## src/rtl/alarm_sequencer.sv

```systemverilog
// alarm_sequencer: sequenced door-alarm controller for the switch/LED board.
// A six-state FSM adds an exit delay, an entry delay, a timed siren and a
// post-siren lockout. All raw switch inputs pass through 2-flop synchronizers.
//
// Ports:
//   clk_2      in   divided board clock, rising-edge active
//   reset_n    in   asynchronous active-low reset
//   arm_sw     in   arm switch, 1 requests armed
//   dia        in   1 = daytime, 0 = night (night forces an arm request)
//   porta      in   door sensor, 1 = open
//   siren      out  alarm output, high only while DISPARADO
//   armed      out  high in ARMADO, ENTRADA, DISPARADO, BLOQUEIO
//   state      out  FSM state code for the LCD
//   countdown  out  remaining delay ticks in timed states, else 0
//   trig_count out  siren activations, saturating at 15, cleared only by reset
module alarm_sequencer #(
  parameter int unsigned EXIT_DELAY  = 4,
  parameter int unsigned ENTRY_DELAY = 3,
  parameter int unsigned SIREN_TIME  = 8,
  parameter int unsigned CNT_W       = 8
) (
  input  logic             clk_2,
  input  logic             reset_n,
  input  logic             arm_sw,
  input  logic             dia,
  input  logic             porta,
  output logic             siren,
  output logic             armed,
  output logic [2:0]       state,
  output logic [CNT_W-1:0] countdown,
  output logic [3:0]       trig_count
);

  localparam logic [2:0] ST_DESARMADO = 3'd0;
  localparam logic [2:0] ST_SAIDA     = 3'd1;
  localparam logic [2:0] ST_ARMADO    = 3'd2;
  localparam logic [2:0] ST_ENTRADA   = 3'd3;
  localparam logic [2:0] ST_DISPARADO = 3'd4;
  localparam logic [2:0] ST_BLOQUEIO  = 3'd5;

  // Counter reload values: a delay of N cycles counts N-1 down to 0.
  localparam logic [CNT_W-1:0] EXIT_LD  = CNT_W'(EXIT_DELAY - 1);
  localparam logic [CNT_W-1:0] ENTRY_LD = CNT_W'(ENTRY_DELAY - 1);
  localparam logic [CNT_W-1:0] SIREN_LD = CNT_W'(SIREN_TIME - 1);

  logic             r_arm_meta, r_arm_s;
  logic             r_dia_meta, r_dia_s;
  logic             r_porta_meta, r_porta_s;
  logic [2:0]       r_state;
  logic [CNT_W-1:0] r_cnt;
  logic [3:0]       r_trig;

  logic             w_arm_req;
  logic [2:0]       w_state_nx;
  logic [CNT_W-1:0] w_cnt_nx;
  logic             w_trig_inc;

  // Synchronizers; dia resets to 1 so a reset does not look like night.
  always_ff @(posedge clk_2 or negedge reset_n) begin
    if (!reset_n) begin
      r_arm_meta   <= 1'b0;
      r_arm_s      <= 1'b0;
      r_dia_meta   <= 1'b1;
      r_dia_s      <= 1'b1;
      r_porta_meta <= 1'b0;
      r_porta_s    <= 1'b0;
    end else begin
      r_arm_meta   <= arm_sw;
      r_arm_s      <= r_arm_meta;
      r_dia_meta   <= dia;
      r_dia_s      <= r_dia_meta;
      r_porta_meta <= porta;
      r_porta_s    <= r_porta_meta;
    end
  end

  assign w_arm_req = r_arm_s | ~r_dia_s;

  // Disarm overrides every state, including the unused codes 6 and 7.
  always_comb begin
    w_state_nx = r_state;
    w_cnt_nx   = r_cnt;
    w_trig_inc = 1'b0;
    if (!w_arm_req) begin
      w_state_nx = ST_DESARMADO;
      w_cnt_nx   = '0;
    end else begin
      case (r_state)
        ST_DESARMADO: begin
          w_state_nx = ST_SAIDA;
          w_cnt_nx   = EXIT_LD;
        end
        ST_SAIDA: begin
          if (r_cnt != '0) begin
            w_cnt_nx = r_cnt - CNT_W'(1);
          end else if (r_porta_s) begin
            // Door still open at the end of the exit delay: restart it.
            w_cnt_nx = EXIT_LD;
          end else begin
            w_state_nx = ST_ARMADO;
          end
        end
        ST_ARMADO: begin
          if (r_porta_s) begin
            w_state_nx = ST_ENTRADA;
            w_cnt_nx   = ENTRY_LD;
          end
        end
        ST_ENTRADA: begin
          if (r_cnt != '0) begin
            w_cnt_nx = r_cnt - CNT_W'(1);
          end else begin
            w_state_nx = ST_DISPARADO;
            w_cnt_nx   = SIREN_LD;
            w_trig_inc = 1'b1;
          end
        end
        ST_DISPARADO: begin
          if (r_cnt != '0) begin
            w_cnt_nx = r_cnt - CNT_W'(1);
          end else begin
            w_state_nx = ST_BLOQUEIO;
          end
        end
        ST_BLOQUEIO: begin
          if (!r_porta_s) begin
            w_state_nx = ST_ARMADO;
          end
        end
        default: begin
          w_state_nx = ST_DESARMADO;
          w_cnt_nx   = '0;
        end
      endcase
    end
  end

  always_ff @(posedge clk_2 or negedge reset_n) begin
    if (!reset_n) begin
      r_state <= ST_DESARMADO;
      r_cnt   <= '0;
      r_trig  <= '0;
    end else begin
      r_state <= w_state_nx;
      r_cnt   <= w_cnt_nx;
      if (w_trig_inc && (r_trig != 4'hF)) begin
        r_trig <= r_trig + 4'd1;
      end
    end
  end

  // Moore outputs decoded from registered state, so reset clears them at once.
  assign siren      = (r_state == ST_DISPARADO);
  assign armed      = (r_state == ST_ARMADO)    || (r_state == ST_ENTRADA) ||
                      (r_state == ST_DISPARADO) || (r_state == ST_BLOQUEIO);
  assign countdown  = ((r_state == ST_SAIDA) || (r_state == ST_ENTRADA) ||
                       (r_state == ST_DISPARADO)) ? r_cnt : '0;
  assign state      = r_state;
  assign trig_count = r_trig;

endmodule

```

## config.mk

```make
export PLATFORM = sky130hd
export DESIGN_NAME = alarm_sequencer
export DESIGN_NICKNAME = d
export VERILOG_FILES = /design/src/rtl/alarm_sequencer.sv
export SDC_FILE = /design/constraint.sdc
export NUM_CORES = 1
export LEC_CHECK = 0
export CAP_MARGIN = 20
export CORE_MARGIN = 2
export CORE_UTILIZATION = 45
export CTS_BUF_LIST = sky130_fd_sc_hd__clkbuf_16
export DETAILED_ROUTE_END_ITERATION = 6
export HOLD_SLACK_MARGIN = 0.12
export PLACE_DENSITY = 0.7
export SKIP_LAST_GASP = 1
export SLEW_MARGIN = 20
export SYNTH_ARGS = -nofsm -noshare
export SYNTH_HDL_FRONTEND = slang
export SYNTH_SLANG_ARGS = --single-unit
```

## constraint.sdc

```tcl
create_clock -name clk_2 -period 3.8 [get_ports clk_2]
set_input_delay 0.76 -clock clk_2 [delete_from_list [all_inputs] [get_ports clk_2]]
set_output_delay 0.76 -clock clk_2 [all_outputs]
set_load 0.02 [all_outputs]
```

* After elaboration in Yosys (flattened, before gate mapping)
Index checks and enable logic that the tools add are counted.
Storage, ports and cells: bits of input ports 5, register bits after elaboration 21, logic and storage cells 54, output and inout bits 17
Operators by class: equality and inequality tests 13, reductions and logical operators 10, $add $sub $neg 2, bitwise operators 2, multiplexer cells 18
Operators by type and width (number):
- 8-bit 2-to-1 mux | 7
- 8-bit one-hot mux with 6 select lines | 1
- 3-bit 2-to-1 mux | 6
- 3-bit one-hot mux with 6 select lines | 1
- 3-bit != test (second input constant) | 4
- 4-bit != test (second input constant) | 2
- 4-bit AND reduction | 2
- 8-bit nonzero test | 1
- 8-bit by 1-bit subtractor with 8-bit output (second input constant) | 1
- 3-bit by 2-bit == test with 1-bit output (second input constant) | 2
- 3-bit == test (second input constant) | 2
- 1-bit logical OR | 5
- 4-bit by 1-bit adder with 4-bit output (second input constant) | 1
- 3-bit by 1-bit == test with 1-bit output (second input constant) | 1
- 3-bit logical NOT | 1
- 1-bit 2-to-1 mux | 3
- 3-bit by 2-bit != test with 1-bit output (second input constant) | 1
- 2-bit != test (second input constant) | 1
- 1-bit logical AND | 1
- 1-bit inverter | 1
- 1-bit OR | 1

* Depth between registers and ports, before layout
depth in word-level cells 5, depth in mapped cells 8, depth with buffers taken out 7

* Worst setup path before layout
OpenSTA, ideal clock, no wires.
kind flip-flop to output port, from register r_state[1], in the netlist state[1], to output countdown[2], data arrival time 1.749 ns, data required time 3.040 ns, stages on the path, launching flop included 6, setup slack 1.291 ns, path buffers 2, path through dfrtp_1 buf_2 nor3b_2 nor2_1 clkbuf_1 nor2b_1
On the way: elaborated cells between the ends (all ways) 6, classes of those cells eq/ne: 3; mux: 1; reduce/logical: 2
RTL lines:
- start, declared | line 49 | logic [2:0] r_state;
- start signal, assigned | line 144 | r_state <= w_state_nx;
- 3-bit == test
- named net siren | line 27 | output logic siren,
- 1-bit logical OR | line 156 | assign countdown = ((r_state == ST_SAIDA) || (r_state == ST_ENTRADA) ||
- 8-bit 2-to-1 mux | line 157 | (r_state == ST_DISPARADO)) ? r_cnt : '0;
- end, declared | line 30 | output logic [CNT_W-1:0] countdown,
The timed path passes the listed nets, and every way through them passes these cells.

* Final worst setup path
from register r_state[2], in the netlist state[2], to output countdown[0]
On the way: longest elaborated chain between the ends 4, elaborated cells between the ends (all ways) 6, classes of those cells eq/ne: 3; mux: 1; reduce/logical: 2
RTL lines (line):
- 3-bit by 1-bit == test with 1-bit output / 3-bit by 2-bit == test with 1-bit output (equally long branches) | 156
- 1-bit logical OR | 156
- 1-bit logical OR * | 156
- 8-bit 2-to-1 mux * | 157
Every way passes the cells marked *; elsewhere a longest branch is shown, timed or not.

==> flow_summary.json <==
{
  "regMostFlops": "r_cnt",
  "crit_type": "register to primary output",
  "yosys_warnings": 0,
  "hpwlAfterDp_mm": 1.70,
  "clockPowerShare": 0.170,
  "port-buffer-count": 21,
  "min_period_ns": 3.08,
  "ir_drop_uv": 625,
  "drive_above_1_share": 0.0851,
  "n_antenna_cell": 0,
  "cp_max_fo": 14,
  "seq_power_share": 0.314,
  "worstMarginPinSlew_ns": 0.932,
  "io_pins": 22,
  "maxCapViolations": 0,
  "fp.dieH_um": 55.5,
  "hold_path_class": "register to register",
  "p_int_mw": 0.729,
  "syn_inst": 123,
  "grt_pass1_wl_mm": 4.15,
  "start_util": 0.477,
  "path_clk_slew_ns": 0.05,
  "dieArea_um2": 3080,
  "cp.required_ns": 3.04,
  "synthTopCellsByCount": "dfrtp_1 (19), o21ai_0 (11), nor2_1 (10), nor2b_1 (9), nand2_1 (7)",
  "hold_depth": 0,
  "r2r_end": "trig_count[1]",
  "arrival_ns": 2.32,
  "skew_ns": 0.00186,
  "final_hold_viol_count": 0,
  "fillCellCount": 218,
  "fin_util": 0.597,
  "largest_reg_flops": 8,
  "grtUsageTotal": 0.171,
  "fin_crit_sh": 0.812,
  "synth_top_area_cell": "dfrtp_1",
  "sw_frac_of_total": 0.430,
  "cts_sinks": 21,
  "ys_ff_latch": 21,
  "dr.pass1.iters": 4,
  "die_x_um": 55.5,
  "grt_pass1_vias": 921,
  "ctsHoldBuffers": 0,
  "ff2ff_path_depth": 6,
  "h-tree-depth": 1,
  "nNetsFinal": 150,
  "clock_path_buffers": 2,
  "crit_path_start": "state[2]",
  "syn_area_um2": 1190,
  "outcome": "complete, no violations",
  "yosysMostFrequentCell": "dfrtp_1",
  "cts_buffers": 3,
  "yosysTopAreaCellShare": 0.399,
  "ys.flop_type": "dfrtp_1",
  "worstHoldStart": "r_arm_meta",
  "final_max_slew_viol_count": 0,
  "grt_max_degree": 22,
  "slew_headroom": 0.377,
  "grt_remaining_overflow": 0,
  "clk_latency_ns": 0.25,
  "setup_viol": 0,
  "totalWireLength_mm": 2.39,
  "wl_per_cell_um": 14.0,
  "powerDensity_nw_per_um2": 857,
  "yosysSeqAreaShare": 0.443,
  "fin_setup_tns_ns": 0,
  "via_per_inst": 5.84,
  "r2r_start": "r_cnt[0]",
  "syn2layout_area_growth_pct": 25.2,
  "syn_nets": 131,
  "rsz0062_at_grt": "no",
  "min_to": "r_arm_s",
  "cts_tree": "yes",
  "drc": 0,
  "drt_iter0_markers": 22,
  "power_frac_comb": 0.516,
  "post_cts_buffers": 0,
  "r2r_slack_ns": 1.60,
  "ant_nets": 0,
  "leakage_nw": 0.611,
  "rows": 18,
  "clockRootBuffer": "clkbuf_16",
  "ys_types": 38,
  "cts.repair.resized": 0,
  "async_flop_share": 1.00,
  "antenna_found_initial": 0,
  "start_kind": "register",
  "critPathCaptureType": "primary output",
  "synth.avg_cell_area_um2": 9.69,
  "synth_top_cells_by_area": "dfrtp_1 (40%), nor2b_1 (4.7%), o21ai_0 (4.6%)",
  "vias": 998,
  "power.switching_mw": 0.550,
  "synth_edf_count": 0,
  "coreArea_um2": 2500,
  "fmax_mhz": 324,
  "place.gp.congestion": 0.809
}
==> area by class of cell <==
cell class	count	area (um2)	share of cell area
sequential	21	528	0.354
timing repair buffer	22	218	0.146
tap	30	37.5	0.0251
clock inverter	1	3.75	0.00251
multi-input combinational	90	616	0.412
inverter	4	15.0	0.0101
clock buffer	3	75.1	0.0503
==> worst max path at each step <==
| stage | endpoint | slack (ns) | cells past startpoint |
|---|---|---|---|
| after detailed placement | countdown[0] | 1.0 | 4 |
| after global routing | countdown[2] | 0.54 | 4 |
| after global placement | countdown[2] | 1.07 | 4 |
| final | countdown[0] | 0.72 | 4 |
| after floorplan | countdown[2] | 1.29 | 5 |
| after CTS | countdown[0] | 0.73 | 4 |
==> power by group through the flow <==
stage / registers, mW / logic, mW / clock network, mW
after floorplan: 0.374 / 0.488 / 0
after global placement: 0.398 / 0.656 / 0
after detailed placement: 0.403 / 0.662 / 0
after CTS: 0.400 / 0.666 / 0.225
after global routing: 0.414 / 0.733 / 0.233
final: 0.401 / 0.661 / 0.218
==> cells by family (layout without fill, tap and decap cells) <==
| logic type | after synthesis | count (layout) | synth area share |
|---|---|---|---|
| buffers and inverters | 12 | 30 | 0.0409 |
| flip-flops | 21 | 21 | 0.443 |
| XOR/XNOR | 3 | 3 | 0.0220 |
| multiplexers | 2 | 2 | 0.0178 |
| adder cells (fa/ha/maj) | 3 | 3 | 0.0315 |
| AND/OR/NAND/NOR | 48 | 48 | 0.242 |
| AO/OA/AOI/OAI | 34 | 34 | 0.203 |
==> routing by layer <==
layer	global-route usage	wire length (um)
met1	0.214	1050
met2	0.274	1150
met3	0.0422	143
met4	0.0871	51
met5	0	0
==> critical path, stage by stage, from the launching register on <==
cell and delay, ns:
dfrtp_1 0.53, nor3b_2 0.25, nor2_1 0.62, nor2_1 0.10, clkdlybuf4s50_1 0.57
==> through the flow <==
step | instance area (um2) | hold slack [ns] | cells | power (mW) | setup WS, ns
2_1_floorplan | 1190 | 0.331 | 123 | 0.862 | 1.29
3_3_place_gp | 1410 | 0.334 | 167 | 1.05 | 1.07
3_5_place_dp | 1410 | 0.339 | 167 | 1.07 | 0.998
4_1_cts | 1490 | 0.352 | 171 | 1.29 | 0.727
5_1_grt | 1490 | 0.357 | 171 | 1.38 | 0.537
6_report | 1490 | 0.353 | 171 | 1.28 | 0.716
==> cells in the final DEF, fill, tap and decap left out, types with 2 or more instances in the layout <==
| cell type | Yosys | final |
|---|---|---|
| a32oi_1 | 2 | 2 |
| nor2b_1 | 9 | 9 |
| a31oi_1 | 2 | 2 |
| nand3b_1 | 3 | 3 |
| dfrtp_1 | 19 | 19 |
| nand2_1 | 7 | 7 |
| xnor2_1 | 2 | 2 |
| nor3_1 | 5 | 5 |
| nand2b_1 | 3 | 3 |
| or3_1 | 2 | 2 |
| o21ai_1 | 2 | 2 |
| clkdlybuf4s50_1 | 0 | 21 |
| dfstp_2 | 2 | 2 |
| inv_1 | 4 | 5 |
| nor2_1 | 10 | 10 |
| o41ai_1 | 2 | 2 |
| o2111ai_1 | 3 | 3 |
| clkbuf_16 | 0 | 3 |
| o21ai_0 | 11 | 11 |
| ha_1 | 3 | 3 |
| a21oi_1 | 4 | 4 |
| a22oi_1 | 3 | 3 |
| nand3_1 | 2 | 2 |
Power figures use the tool's default switching activity.
